### src/rtl/divider_iter_pkg.sv
// Shared constants and types for the iterative radix-2 restoring divider.
// Also holds the small helper that applies the remainder sign.
package divider_iter_pkg;

    localparam int DIV_W = 32;
    localparam int CNT_W = 6;

    // Counter value at which the final quotient bit is produced
    localparam logic [CNT_W-1:0] LAST_STEP = CNT_W'(DIV_W - 1);

    // Divide-by-zero quotients; the converter negates the signed case to -1
    localparam logic [DIV_W-1:0] DZ_Q_POS = {DIV_W{1'b1}};
    localparam logic [DIV_W-1:0] DZ_Q_NEG = DIV_W'(1);

    typedef enum logic [1:0] {
        ST_IDLE = 2'd0,
        ST_CALC = 2'd1,
        ST_DONE = 2'd2
    } div_state_t;

    function automatic logic [DIV_W-1:0] apply_sign(
        input logic [DIV_W-1:0] mag,
        input logic             neg
    );
        return neg ? (~mag + DIV_W'(1)) : mag;
    endfunction

endpackage

### src/rtl/divider_iter_div_step.sv
// One restoring-division iteration: shift {rem,quo} left, trial-subtract
// the divisor, keep the difference and set the quotient bit when it fits.
module divider_iter_div_step
    import divider_iter_pkg::*;
(
    input  logic [DIV_W:0]   rem,
    input  logic [DIV_W-1:0] quo,
    input  logic [DIV_W-1:0] divisor,
    output logic [DIV_W:0]   rem_next,
    output logic [DIV_W-1:0] quo_next
);

    logic [DIV_W:0]   shifted;
    logic [DIV_W+1:0] trial;
    logic             trial_neg;
    logic             unused_rem_msb;

    // The partial remainder always stays below the divisor, so its top bit
    // is zero on entry and shifts out harmlessly.
    assign unused_rem_msb = rem[DIV_W];

    assign shifted   = {rem[DIV_W-1:0], quo[DIV_W-1]};
    assign trial     = {1'b0, shifted} - {2'b00, divisor};
    assign trial_neg = trial[DIV_W+1];

    assign rem_next = trial_neg ? shifted : trial[DIV_W:0];
    assign quo_next = {quo[DIV_W-2:0], ~trial_neg};

endmodule

### src/rtl/divider_iter.sv
// Iterative radix-2 restoring divider: one quotient bit per cycle, unsigned
// quotient magnitude out, remainder with the dividend sign applied.
module divider_iter
    import divider_iter_pkg::*;
(
    input  logic             clk,
    input  logic             rst_n,
    input  logic             start,
    input  logic             flush,
    input  logic [DIV_W-1:0] dividend,
    input  logic [DIV_W-1:0] divisor,
    input  logic             dividend_neg,
    output logic             busy,
    output logic             done,
    output logic [DIV_W-1:0] divider_q_o,
    output logic [DIV_W-1:0] divider_r_o
);

    div_state_t        state_reg, state_next;
    logic [DIV_W:0]    rem_reg;
    logic [DIV_W-1:0]  quo_reg;
    logic [DIV_W-1:0]  divisor_reg;
    logic              neg_reg;
    logic [CNT_W-1:0]  count_reg;
    logic [DIV_W-1:0]  q_reg;
    logic [DIV_W-1:0]  r_reg;

    logic [DIV_W:0]    rem_step;
    logic [DIV_W-1:0]  quo_step;
    logic              accept;
    logic              load_result;
    logic [DIV_W-1:0]  res_q;
    logic [DIV_W-1:0]  res_r;

    divider_iter_div_step u_div_step (
        .rem      (rem_reg),
        .quo      (quo_reg),
        .divisor  (divisor_reg),
        .rem_next (rem_step),
        .quo_next (quo_step)
    );

    // Results are captured on the edge that enters DONE, so they are
    // already valid during the done cycle.
    always_comb begin
        state_next  = state_reg;
        accept      = 1'b0;
        load_result = 1'b0;
        res_q       = q_reg;
        res_r       = r_reg;
        case (state_reg)
            ST_IDLE: begin
                if (start && !flush) begin
                    accept = 1'b1;
                    if (divisor == '0) begin
                        state_next  = ST_DONE;
                        load_result = 1'b1;
                        res_q       = dividend_neg ? DZ_Q_NEG : DZ_Q_POS;
                        res_r       = apply_sign(dividend, dividend_neg);
                    end else begin
                        state_next = ST_CALC;
                    end
                end
            end
            ST_CALC: begin
                if (flush) begin
                    state_next = ST_IDLE;
                end else if (count_reg == LAST_STEP) begin
                    state_next  = ST_DONE;
                    load_result = 1'b1;
                    res_q       = quo_step;
                    res_r       = apply_sign(rem_step[DIV_W-1:0], neg_reg);
                end
            end
            ST_DONE: begin
                state_next = ST_IDLE;
            end
            default: begin
                state_next = ST_IDLE;
            end
        endcase
    end

    always_ff @(posedge clk) begin
        if (!rst_n) begin
            state_reg   <= ST_IDLE;
            rem_reg     <= '0;
            quo_reg     <= '0;
            divisor_reg <= '0;
            neg_reg     <= 1'b0;
            count_reg   <= '0;
            q_reg       <= '0;
            r_reg       <= '0;
        end else begin
            state_reg <= state_next;
            if (accept) begin
                divisor_reg <= divisor;
                neg_reg     <= dividend_neg;
                rem_reg     <= '0;
                quo_reg     <= dividend;
                count_reg   <= '0;
            end else if (state_reg == ST_CALC && !flush) begin
                rem_reg   <= rem_step;
                quo_reg   <= quo_step;
                count_reg <= count_reg + CNT_W'(1);
            end
            if (load_result) begin
                q_reg <= res_q;
                r_reg <= res_r;
            end
        end
    end

    assign busy        = (state_reg != ST_IDLE);
    assign done        = (state_reg == ST_DONE);
    assign divider_q_o = q_reg;
    assign divider_r_o = r_reg;

endmodule

### config.mk
export PLATFORM = sky130hd
export DESIGN_NAME = divider_iter
export DESIGN_NICKNAME = d
export VERILOG_FILES = /design/src/rtl/divider_iter_pkg.sv /design/src/rtl/divider_iter_div_step.sv /design/src/rtl/divider_iter.sv
export SDC_FILE = /design/constraint.sdc
export NUM_CORES = 1
export LEC_CHECK = 0
export BUFFER_PORTS_ARGS = -buffer_cell sky130_fd_sc_hd__buf_2
export CAP_MARGIN = 15
export CORE_MARGIN = 2
export CORE_UTILIZATION = 50
export CTS_CLUSTER_SIZE = 30
export DETAILED_ROUTE_END_ITERATION = 16
export PLACE_DENSITY = 0.76
export SLEW_MARGIN = 10
export SYNTH_ARGS = -nofsm -noshare
export SYNTH_HDL_FRONTEND = slang
export SYNTH_SLANG_ARGS = --single-unit
### constraint.sdc
create_clock -name clk -period 7.1 [get_ports clk]
set_clock_uncertainty 0.05 [all_clocks]
set_input_delay 1.42 -clock clk [delete_from_list [all_inputs] [get_ports clk]]
set_output_delay 1.42 -clock clk [all_outputs]
set_load 0.01 [all_outputs]
# == Yosys cells after proc, flatten, opt, wreduce, memory -nomap -nowiden ==
# Index checks and enable logic that the tools add are counted.
# word_totals
reg_bits,169
latchBits,0
ramBits,0
romBits,0
inputBits,69
word_cells,63
n_memories,0
# classes
add_sub_neg,4
multipliers,0
div_mod_pow,0
n_lt_le_gt_ge,0
n_eq_ne,8
shift,0
n_mux,28
bitwise_logic,4
n_reduce_logical,11
# op_table
cell,n
two-way mux 32 bit,14
case mux 32 bit (2 select lines),2
adder 32 x 1 -> 32 bit (second input constant),2
NOT 32 bit,2
subtractor 33 x 32 -> 34 bit,1
zero test 32 bit,1
two-way mux 2 bit,4
!= test 2 bit (second input constant),4
adder 6 x 1 -> 6 bit (second input constant),1
equality test 6 x 5 -> 1 bit (second input constant),1
two-way mux 1 bit,6
AND reduction 6 bit,1
nonzero test 2 bit,3
case mux 2 bit (2 select lines),1
!= test 3 bit (second input constant),1
equality test 2 x 1 -> 1 bit (second input constant),1
equality test 2 bit (second input constant),1
logical AND 1 bit,2
zero test 2 bit,1
NOT 1 bit,2
case mux 1 bit (2 select lines),1
AND reduction 2 bit,1
OR reduction 2 bit,1
zero test 1 bit,1

# == Logic depth before layout (Yosys ltp) ==
# Gate-level depths: netlist of run 1.
# depth
word_depth,8
depth_mapped,23

# == Cells and area by module ==
# A second synthesis of run 1 with hierarchy kept.
# hier_totals
hier_cells,1434
hier_area_um2,10993.0
# modules_own_cells
module,n_inst,cells_per_inst,area_per_inst_um2,seq_area_each_um2
divider_iter,1,1038,8379.3,3403.3
divider_iter_div_step,1,396,2613.8,0.0

# == Least setup slack after synthesis of run 1 ==
# No wires, ideal clock.
# synth_timing
kind,reg-to-reg
startpoint,register divisor_reg[22]
endpoint,"register r_reg[28], in the netlist divider_r_o[28]"
setup_ns,0.122
arrival_ns,4.807
required_time_ns,6.928
setup_slack_ns,2.121
stages_incl_launch_ff,23
n_path_buf,4
synth_period_minus_slack_ns,4.979
cell_sequence,dfxtp_1 > inv_1 > ha_1 > clkbuf_1 > and4_1 > nand2_1 > nor3_2 > nand3_1 > o211a_2 > nand2_1 > buf_2 > buf_2 > buf_2 > nand2_1 > o21ai_0 > ha_1 > nand3_1 > nor4_1 > a31oi_1 > nor4_1 > nand2_1 > mux2i_1 > o32a_1
# synth_between
elab_chain_len,8
# synth_rtl
item,line_no,text
start: declaration,divider_iter.sv:22,logic [DIV_W-1:0] divisor_reg;
start signal: assignment,divider_iter.sv:97,divisor_reg <= divisor;
subtractor 33 x 32 -> 34 bit *,divider_iter_div_step.sv:23,"assign trial = {1'b0, shifted} - {2'b00, divisor};"
two-way mux 32 bit *,divider_iter_div_step.sv:26,assign rem_next = trial_neg ? shifted : trial[DIV_W:0];
NOT 32 bit,divider_iter_pkg.sv:25,return neg ? (~mag + DIV_W'(1)) : mag;
adder 32 x 1 -> 32 bit,divider_iter_pkg.sv:25,
two-way mux 32 bit *,divider_iter_pkg.sv:25,
two-way mux 32 bit *,divider_iter.sv:68,end else if (count_reg == LAST_STEP) begin
two-way mux 32 bit *,divider_iter.sv:66,if (flush) begin
case mux 32 bit (2 select lines) *,divider_iter.sv:51,case (state_reg)
end signal: assignment,divider_iter.sv:109,r_reg <= res_r;
end: declaration,divider_iter.sv:26,logic [DIV_W-1:0] r_reg;
# Every way passes the cells marked *; elsewhere a longest branch is shown, timed or not. The select of a mux whose other input is x is not followed.
# A chain may end at the register's enable or synchronous reset.

# == Final worst setup path of run 1 ==
# layout_timing
startpoint,register rem_reg[21]
endpoint,"register r_reg[28], in the netlist divider_r_o[28]"
# layout_between
elab_chain_len,8
# layout_rtl
item,line_no,text
start: declaration,divider_iter.sv:20,logic [DIV_W:0] rem_reg;
start signal: assignment,divider_iter.sv:103,rem_reg <= rem_step;
subtractor 33 x 32 -> 34 bit,divider_iter_div_step.sv:23,
two-way mux 32 bit *,divider_iter_div_step.sv:26,
NOT 32 bit,divider_iter_pkg.sv:25,
adder 32 x 1 -> 32 bit,divider_iter_pkg.sv:25,
two-way mux 32 bit *,divider_iter_pkg.sv:25,
two-way mux 32 bit *,divider_iter.sv:68,
two-way mux 32 bit *,divider_iter.sv:66,
case mux 32 bit (2 select lines) *,divider_iter.sv:51,
# Marked as above.

==> qor.yml, run 1 <==
grt_pass1_vias: 9878
hp-start: "divisor_reg[25]"
area_delta_synth_final_pct: 12.2
cp-end-kind: "flop"
worst_pin_slew_ps: 1020
antenna_found_initial: 1
synthArstFlopShare: 0
wl_met1_um: 14700
dieArea_um2: 22800
layout_setup_ws_ps: 1980
avgRoutedWirePerCell_um: 19.0
drt.antenna.violating_nets: 0
outcome: "finished, final reports clean"
max_freq_mhz: 195
crit_start: "rem_reg[21]"
crit_top_cell: "nand2_1"
routed.top_layer: "met4"
core_um2: 21100
grt_max_degree: 100
place_congestion: 0.927
finalHoldViolCount: 0
clock_sinks: 169
synth-seq-cells: 169
cpPeakStageDelay_ps: 540
start_util: 0.511
clk_latency_ps: 440
drc: 0
avgViaCountPerCell: 6.09
cts_hold_buf: 0
hold_class: "reg -> reg"
yosysWarnings: 0
clk_root_buffer_cell: "clkbuf_16"
htree_levels: 4
synth_fa_ha_area_frac: 0.0425
cp_data_required_time_ps: 7390
min_period_ps: 5120
cts.clk_slew.worst_paths_ps: 80
drt-pass1-iter-count: 7
synthMuxAreaShare: 0.0278
routed-wl-met2_um: 14800
cellLeakagePower_nw: 5.12
finalSetupTns_ps: 0
post-place-ws_ps: 2180
holdPathEnd: "divisor_reg[25]"
synth_top_family_by_area: "compound AO/OA/AOI/OAI gates"
reg2reg_depth: 17
synthSimpleGateAreaFrac: 0.214
synth_cells: 1398
synth_edf_count: 0
cts_resized: 0
max_slew_margin: 0.317
cts_post_setup_buffers_inserted: 0
track_usage: 0.296
row_count: 53
synth-compound-area-share: 0.284
finalSetupViolCount: 0
layout.nets: 1572
routed_wl_um: 33300
grt-ovfl-total: 0
worstPathCellList: "ha_1 -> and4_1 -> nand2_1 -> nor3_2 -> nand3_1 -> o211a_2 -> nand2_1 -> nand2_1 -> o21ai_0 -> ha_1 -> nand3_1 -> nor4_1 -> a31oi_1 -> nor4_1 -> nand2_1 -> mux2i_1 -> o32a_1"
cp_top_family: "simple AND/OR/NAND/NOR gates"
fin_crit_sh: 0.721
cp-start-kind: "flop"
cp_max_fo: 9
ys_seq_area_frac: 0.314
syn_nets: 1503
ff2ff_setup_slack_ps: 1980
path_class: "reg -> reg"
hold_ws_ps: 420
syn-mean-instance-area_um2: 7.71
fill_cells: 1954
maxSlewViolCount: 0
hpwl_um: 24100
cts_tree: "done"
numCtsBuffers: 17
drtIter0Drc: 985
r2r_start: "rem_reg[21]"
hold_depth: 2
drive_gt1_frac: 0.148
synth.distinct_cells: 79
port_buffers: 134
dieHeight_um: 151
ys.flop_type: "dfxtp_1"
arrival_ps: 5410
critPathSlowestCell: "nor4_1"
synth_xor_area_frac: 0.0609
vdd.ir_drop.worst_mv: 0.160
finish.utilization: 0.574
p_per_area_nw_per_um2: 237
clockBufferDepth: 2
crit_buf_inv: 0
rsz0062_at_grt: "no"
total_power_mw: 2.87
wl_met3_um: 2460
drv_cap: 0
grt_pass1_wl_um: 53000
worstReg2RegEnd: "divider_r_o[28]"
syn_area_um2: 10800
die_w_um: 151
vias: 10700
io_pins: 135
## cells by family after synthesis
logic type,count (synthesis)
and+or+nand+nor,500
AOI/OAI and AO/OA,443
DFF,169
buffers and inverters,146
xor gates and xnor gates,75
adders and majority gates,36
muxes,29
## synthesized netlist by cell type (21+ instances only)
library cell,instances,area (um^2)
clkbuf_1,84,315
nand2_1,213,800
inv_1,46,173
o211a_1,32,320
ha_1,35,438
a211oi_1,31,233
a21oi_1,101,505
dfxtp_1,169,3380
nand3_1,47,235
xor2_1,48,420
xnor2_1,27,236
nor2_1,117,439
o21ai_0,62,310
a22oi_1,32,240
a21boi_0,67,503
mux2i_1,21,210
## worst max-delay path by stage
stage	cells after the start	to	slack (ps)
final	17	divider_r_o[28]	1980
after global routing	16	divider_r_o[28]	1540
after CTS	17	divider_r_o[28]	2130
after detailed placement	17	divider_r_o[28]	2180
after global placement	17	divider_r_o[28]	2330
after floorplan	22	divider_r_o[28]	2120
## worst reg2reg max path, delay by kind of cell, from the launching register on
kind                       cells  cell delay (ps)
adders and majority gates      2              730
and+or+nand+nor               10             2570
AOI/OAI and AO/OA              4             1170
muxes                          1              150
DFF                            1              360
## through the flow
step | std cells | area [um^2]
floorplan | 1398 | 10800
global placement | 1723 | 11500
detailed placement | 1723 | 11500
CTS | 1755 | 12100
global route | 1755 | 12100
finish | 1756 | 12100
## layout make-up
type,count,area (um^2),share of cell area
multi-input cells,1083,6810,0.563
flip-flops and latches,169,3380,0.280
repair buffers,148,778,0.0643
clock buffers,19,453,0.0374
well taps,275,344,0.0284
inverters,48,180,0.0149
clock inverters,13,149,0.0123
diodes,1,2.50,0.000207
## routing by layer
| layer | GRT usage | vias up |
|---|---|---|
| met3 | 0.0669 | 81 |
| met2 | 0.464 | 431 |
| met5 | 0 | - |
| met4 | 0.118 | 0 |
| met1 | 0.395 | 5007 |
| li1 | - | 5173 |
## power breakdown
part	leakage, nW	total [mW]	switching [mW]	internal [mW]
logic	3.45	0.909	0.600	0.309
clock network	0.297	0.958	0.465	0.493
registers	1.37	1.00	0.0242	0.975
## cells in the final DEF, fill, tap and decap left out, drive strengths merged, types with 21 or more instances in the layout
cell type  count
o21ai         68
o211a         33
ha            35
a21oi        101
mux2i         21
dfxtp        169
xor2          48
inv           55
nor2         118
nand2        213
nand3         47
xnor2         27
buf          148
a21boi        67
a211oi        31
a22oi         32
Note: power is estimated with default switching activity, not from simulation.
==> inputs of run 2 (changes only) <==
ABC_AREA = 1   (was default)
clock period = 4.9 ns   (was 7.1 ns; I/O delays follow)
==> qor.yml, run 2 <==
outcome: "finished, final reports clean"  # unchanged
vdd.ir_drop.worst_mv: 0.195  # was 0.160 mV
yosysWarnings: 0  # unchanged
worst_pin_slew_ps: 944  # was 1020 ps
switching_share: 0.398  # was 0.380
p_per_area_nw_per_um2: 332  # was 237 nW/um^2
cp-start-kind: "flop"  # unchanged
layout_common_cells: "435 x nand2_1, 231 x inv_1, 169 x dfxtp_1, 156 x a21oi_1, 154 x nor2_1"  # was 213 x nand2_1, 169 x dfxtp_1, 133 x buf_2, 116 x nor2_1, 99 x a21oi_1
yosysMostFrequentCell: "nand2_1"  # unchanged
drt-pass1-iter-count: 5  # was 7
hpwl_um: 25600  # was 24100 um
drv_cap: 0  # unchanged
synthTopCellsByCount: "435 x nand2_1, 231 x inv_1, 169 x dfxtp_1"  # was 213 x nand2_1, 169 x dfxtp_1, 117 x nor2_1
cp_data_required_time_ps: 5220  # was 7390 ps
instances_no_fill: 2153  # was 1756
vias: 12000  # was 10700
yosysTopAreaCellShare: 0.303  # was 0.314
crit_buf_inv: 1  # was 0
power.share.combinational: 0.326  # was 0.317
arrival_ps: 4310  # was 5410 ps
p_switching_mw: 1.66  # was 1.09 mW
synth.distinct_cells: 47  # was 79
dieArea_um2: 23600  # was 22800 um^2
layout_setup_ws_ps: 905  # was 1980 ps
grt_pass1_vias: 10700  # was 9878
fin_crit_sh: 0.815  # was 0.721
syn_nets: 1876  # was 1503
avgViaCountPerCell: 5.59  # was 6.09
critPathSlowestCell: "a21oi_4"  # was nor4_1
cts_hold_buf: 0  # unchanged
core_um2: 21900  # was 21100 um^2
min_period_ps: 4000  # was 5120 ps
cp-end-kind: "flop"  # unchanged
drtIter0Drc: 1165  # was 985
place_congestion: 0.934  # was 0.927
dieHeight_um: 154  # was 151 um
hold_class: "reg -> reg"  # unchanged
clk_latency_ps: 440  # about the same
layout.nets: 1965  # was 1572
die_w_um: 154  # was 151 um
crit_top_cell: "nand2_1"  # unchanged
clk_root_buffer_cell: "clkbuf_16"  # unchanged
antenna_found_initial: 0  # was 1
finish.utilization: 0.575  # was 0.574
cts_post_setup_buffers_inserted: 0  # unchanged
synth_largest_area_cell: "dfxtp_1"  # unchanged
grt_max_degree: 98  # was 100
place_inst: 2120  # was 1723
routed.top_layer: "met4"  # unchanged
syn-mean-instance-area_um2: 6.31  # was 7.71 um^2
avgRoutedWirePerCell_um: 16.0  # was 19.0 um
synthArstFlopShare: 0  # unchanged
cts.clk_slew.worst_paths_ps: 80  # about the same
finalSetupViolCount: 0  # unchanged
routed-wl-met2_um: 15500  # was 14800 um
worstPathCellList: "ha_1 -> nand2_2 -> inv_2 -> nand2_1 -> nand2_1 -> nand2_1 -> nand2_2 -> a21oi_4 -> nand2_8 -> o21ai_2 -> ha_1 -> nand3_1 -> nor2_2 -> nand3_2 -> o21ai_2 -> nand3_1 -> nand2_1 -> nand3_1 -> a21oi_1"  # was ha_1 -> and4_1 -> nand2_1 -> nor3_2 -> nand3_1 -> o211a_2 -> nand2_1 -> nand2_1 -> o21ai_0 -> ha_1 -> nand3_1 -> nor4_1 -> a31oi_1 -> nor4_1 -> nand2_1 -> mux2i_1 -> o32a_1
rsz0062_at_grt: "no"  # unchanged
drc: 0  # unchanged
htree_levels: 4  # unchanged
cts_tree: "done"  # unchanged
grt-ovfl-total: 0  # unchanged
numCtsBuffers: 17  # unchanged
cellLeakagePower_nw: 6.12  # was 5.12 nW
max_slew_margin: 0.371  # was 0.317
start_util: 0.511  # about the same
clock_sinks: 169  # unchanged
drt.antenna.violating_nets: 0  # unchanged
syn_area_um2: 11200  # was 10800 um^2
finalSetupTns_ps: 0  # unchanged
path_class: "reg -> reg"  # unchanged
row_count: 54  # was 53
final_common_cell: "nand2_1"  # unchanged
area_delta_synth_final_pct: 12.6  # was 12.2%
cp_max_fo: 54  # was 9
synth-seq-cells: 169  # unchanged
wl_met3_um: 2570  # was 2460 um
drive_gt1_frac: 0.137  # was 0.148
post-place-ws_ps: 962  # was 2180 ps
track_usage: 0.290  # was 0.296
synth_edf_count: 0  # unchanged
synth_area_leaders: "dfxtp_1 30%, nand2_1 15%, inv_1 7.8%, a21oi_1 7.0%, o21ai_0 6.2%"  # was dfxtp_1 31%, nand2_1 7.4%, a21oi_1 4.7%, a21boi_0 4.7%, nor2_1 4.1%
cts_resized: 0  # unchanged
routed_wl_um: 34500  # was 33300 um
clockBufferDepth: 2  # unchanged
max_freq_mhz: 250  # was 195 MHz
wl_met1_um: 15700  # was 14700 um
cp_top_family: "simple AND/OR/NAND/NOR gates"  # unchanged
p_int_mw: 2.52  # was 1.78 mW
synth_cells: 1771  # was 1398
maxSlewViolCount: 0  # unchanged
ys.flop_type: "dfxtp_1"  # unchanged
finalHoldViolCount: 0  # unchanged
cpPeakStageDelay_ps: 450  # was 540 ps
power_frac_seq: 0.349  # about the same
p_clk_frac: 0.325  # was 0.334
port_buffers: 134  # unchanged
io_pins: 135  # unchanged
total_power_mw: 4.18  # was 2.87 mW
antennaDiodeCount: 0  # was 1
ys_seq_area_frac: 0.303  # was 0.314
grt_pass1_wl_um: 55800  # was 53000 um
-- run 2: tightest hold or removal path, cell delays in order (launching register included) --
cell and delay, ps:
dfxtp_1 300, inv_1 60, a21oi_1 50
-- run 2: final timing paths --
kind                        start         endpoint  slack (ps)  depth (start not counted)
hold reg to reg   divisor_reg[13]  divisor_reg[13]         410                          2
setup / recovery      rem_reg[18]  divider_r_o[28]         900                         19
hold / removal    divisor_reg[13]  divisor_reg[13]         410                          2
setup reg to reg      rem_reg[18]  divider_r_o[28]         900                         19
-- run 2: cells by family (layout without fill, tap and decap cells) --
family,count (synthesis),after routing,share of synthesized area
XOR/XNOR,18,18,0.0141
flip-flops,169,169,0.303
AND/OR/NAND/NOR,796,796,0.308
buffers and inverters,325,427,0.114
adder cells (fa/ha/maj),36,36,0.0410
AO/OA/AOI/OAI,427,427,0.220
-- run 2: layout make-up --
type / instances / area (um^2)
Fill cell: 2232 / 9310
Multi-Input combinational cell: 1277 / 6540
Sequential cell: 169 / 3380
Inverter: 246 / 923
Timing Repair Buffer: 149 / 803
Clock buffer: 18 / 429
Tap cell: 280 / 350
Clock inverter: 14 / 158
-- run 2: power groups by stage --
stage	Sequential [mW]	Combinational (mW)	Clock, mW
6_report	1.46	1.36	1.36
5_1_grt	1.46	1.53	1.42
4_1_cts	1.46	1.33	1.37
3_5_place_dp	1.49	1.32	0
3_3_place_gp	1.49	1.30	0
2_1_floorplan	1.48	1.02	0
-- run 2: per-stage QoR --
| step | hold WS, ps | area (um^2) |
|---|---|---|
| after floorplan | 383 | 11200 |
| after global placement | 397 | 12000 |
| after detailed placement | 404 | 12000 |
| after CTS | 416 | 12600 |
| after global routing | 435 | 12600 |
| final | 410 | 12600 |
-- run 2: metal layers --
layer | track usage | vias up
met2 | 0.459 | 497
li1 | - | 6039
met3 | 0.0462 | 61
met5 | 0 | -
met1 | 0.411 | 5432
met4 | 0.0856 | 0
==> inputs of run 3 (changes only) <==
clock period = 3.9 ns   (was 4.9 ns; I/O delays follow)
==> qor.yml, run 3 (synthesis gave the netlist of run 2 again) <==
outcome: "finished, final reports clean"  # unchanged
holdPathEnd: "divisor_reg[30]"  # was divisor_reg[13]
antenna_found_initial: 0  # unchanged
max_slew_margin: 0.348  # was 0.371
dpl_cell_area_um2: 12000  # about the same
drt-pass1-iter-count: 5  # unchanged
p_clk_frac: 0.332  # was 0.325
finalHoldViolCount: 0  # unchanged
htree_levels: 4  # unchanged
dieHeight_um: 154  # unchanged
post-place-ws_ps: 387  # was 962 ps
p_per_area_nw_per_um2: 421  # was 332 nW/um^2
arrival_ps: 3890  # was 4310 ps
cts_tree: "done"  # unchanged
cp_data_required_time_ps: 4210  # was 5220 ps
p_int_mw: 3.29  # was 2.52 mW
drive_gt1_frac: 0.141  # was 0.137
hpwl_um: 25800  # was 25600 um
port_buffers: 134  # unchanged
clk_root_buffer_cell: "clkbuf_16"  # unchanged
hold_class: "reg -> reg"  # unchanged
cellLeakagePower_nw: 6.16  # was 6.12 nW
instances_no_fill: 2159  # was 2153
fill_cells: 2159  # was 2232
layout_common_cells: "435 x nand2_1, 231 x inv_1, 169 x dfxtp_1, 156 x a21oi_1, 154 x nor2_1"  # unchanged
core_um2: 21900  # unchanged
avgRoutedWirePerCell_um: 15.9  # was 16.0 um
die_w_um: 154  # unchanged
reg2reg_depth: 20  # was 19
total_power_mw: 5.32  # was 4.18 mW
routed_wl_um: 34400  # was 34500 um
clockBufferDepth: 2  # unchanged
hold_depth: 2  # unchanged
cp_max_fo: 39  # was 54
io_pins: 135  # unchanged
p_switching_mw: 2.03  # was 1.66 mW
grt_pass1_vias: 10900  # was 10700
finish.utilization: 0.577  # was 0.575
switching_share: 0.382  # was 0.398
numCtsBuffers: 17  # unchanged
row_count: 54  # unchanged
grt_max_degree: 98  # unchanged
grt-ovfl-total: 0  # unchanged
maxSlewViolCount: 0  # unchanged
layout.nets: 1972  # was 1965
rsz0062_at_grt: "no"  # unchanged
drt.antenna.violating_nets: 0  # unchanged
finalSetupTns_ps: 0  # unchanged
fin_crit_sh: 0.918  # was 0.815
layout_setup_ws_ps: 320  # was 905 ps
clk_latency_ps: 450  # was 440 ps
worst_pin_slew_ps: 977  # was 944 ps
grt_pass1_wl_um: 56100  # was 55800 um
cts_post_setup_buffers_inserted: 0  # unchanged
min_period_ps: 3580  # was 4000 ps
multiInputGateArea_um2: 6540  # about the same
final_common_cell: "nand2_1"  # unchanged
area_delta_synth_final_pct: 13.0  # was 12.6%
vias: 12100  # was 12000
ff2ff_setup_slack_ps: 320  # was 900 ps
start_util: 0.511  # unchanged
worstReg2RegEnd: "divider_r_o[24]"  # was divider_r_o[28]
max_freq_mhz: 279  # was 250 MHz
hp-start: "divisor_reg[30]"  # was divisor_reg[13]
r2r_start: "rem_reg[13]"  # was rem_reg[18]
cp-end-kind: "flop"  # unchanged
seqCellArea_um2: 3380  # unchanged
drv_cap: 0  # unchanged
dieArea_um2: 23600  # unchanged
power.share.combinational: 0.324  # was 0.326
path_class: "reg -> reg"  # unchanged
fin_area_um2: 12600  # about the same
track_usage: 0.289  # was 0.290
antennaDiodeCount: 0  # unchanged
power_frac_seq: 0.344  # was 0.349
vdd.ir_drop.worst_mv: 0.265  # was 0.195 mV
finalSetupViolCount: 0  # unchanged
place_congestion: 0.947  # was 0.934
cts.clk_slew.worst_paths_ps: 70  # was 80 ps
avgViaCountPerCell: 5.60  # was 5.59
place_inst: 2128  # was 2120
cp-start-kind: "flop"  # unchanged
clock_sinks: 169  # unchanged
drc: 0  # unchanged
drtIter0Drc: 1086  # was 1165
hold_ws_ps: 408  # was 410 ps
==> run 3: changes by cell type in the layout (fill, tap and decap cells not counted), moves of 2 or more <==
cell       delta
inv_6         +5
inv_8         -3
bufinv_16     +2
clkinv_8      -3
clkinv_4      -4
buf_4         +8
==> run 3: cell type report <==
class / count / share of cell area
multi-input combinational: 1277 / 0.518
sequential: 169 / 0.268
inverter: 246 / 0.0731
timing repair buffer: 156 / 0.0662
clock buffer: 18 / 0.0348
tap: 280 / 0.0277
clock inverter: 13 / 0.0124
==> run 3: worst max-delay path by stage <==
stage                               start               to  slack, ps
after floorplan                rem_reg[1]  divider_r_o[22]        950
after global routing      divisor_reg[23]  divider_r_o[20]         30
after CTS                      rem_reg[1]  divider_r_o[24]        360
after global placement        dividend[0]  divider_r_o[30]        440
final                         rem_reg[13]  divider_r_o[24]        320
after detailed placement       rem_reg[1]  divider_r_o[24]        390
==> run 3: routing by layer <==
metal	track usage	part of all wire	up-vias
li1	-	-	6055
met2	0.456	0.44	417
met4	0.0874	0.024	0
met5	0	0	-
met3	0.0417	0.060	56
met1	0.411	0.47	5569
==> run 3: power by group through the flow <==
stage | clock network (mW) | registers (mW) | logic, mW
global route | 1.85 | 1.84 | 1.93
finish | 1.77 | 1.83 | 1.72
floorplan | 0 | 1.86 | 1.28
global placement | 0 | 1.87 | 1.66
detailed placement | 0 | 1.87 | 1.68
CTS | 1.78 | 1.83 | 1.69
==> run 3: critical path, stage by stage, from the launching register on <==
cell,delay [ps]
dfxtp_1,360
ha_1,400
nand2_1,120
nor2_1,220
nand2_1,110
inv_1,80
nand2_2,60
nand2_2,90
nand2_4,130
nand2_8,280
nand2_2,100
o21ai_4,110
ha_1,250
nand3_1,130
nor2_2,160
nand3_2,130
o21ai_2,310
nand2_1,90
nand2_1,60
nand3_1,80
a21oi_1,180
==> run 3: repair_timing <==
action                     4_1_cts  5_1_grt
setup endpoints to repair        0        4
hold endpoints to repair         0        0
gates resized for setup          0        1
hold buffers                     0        0
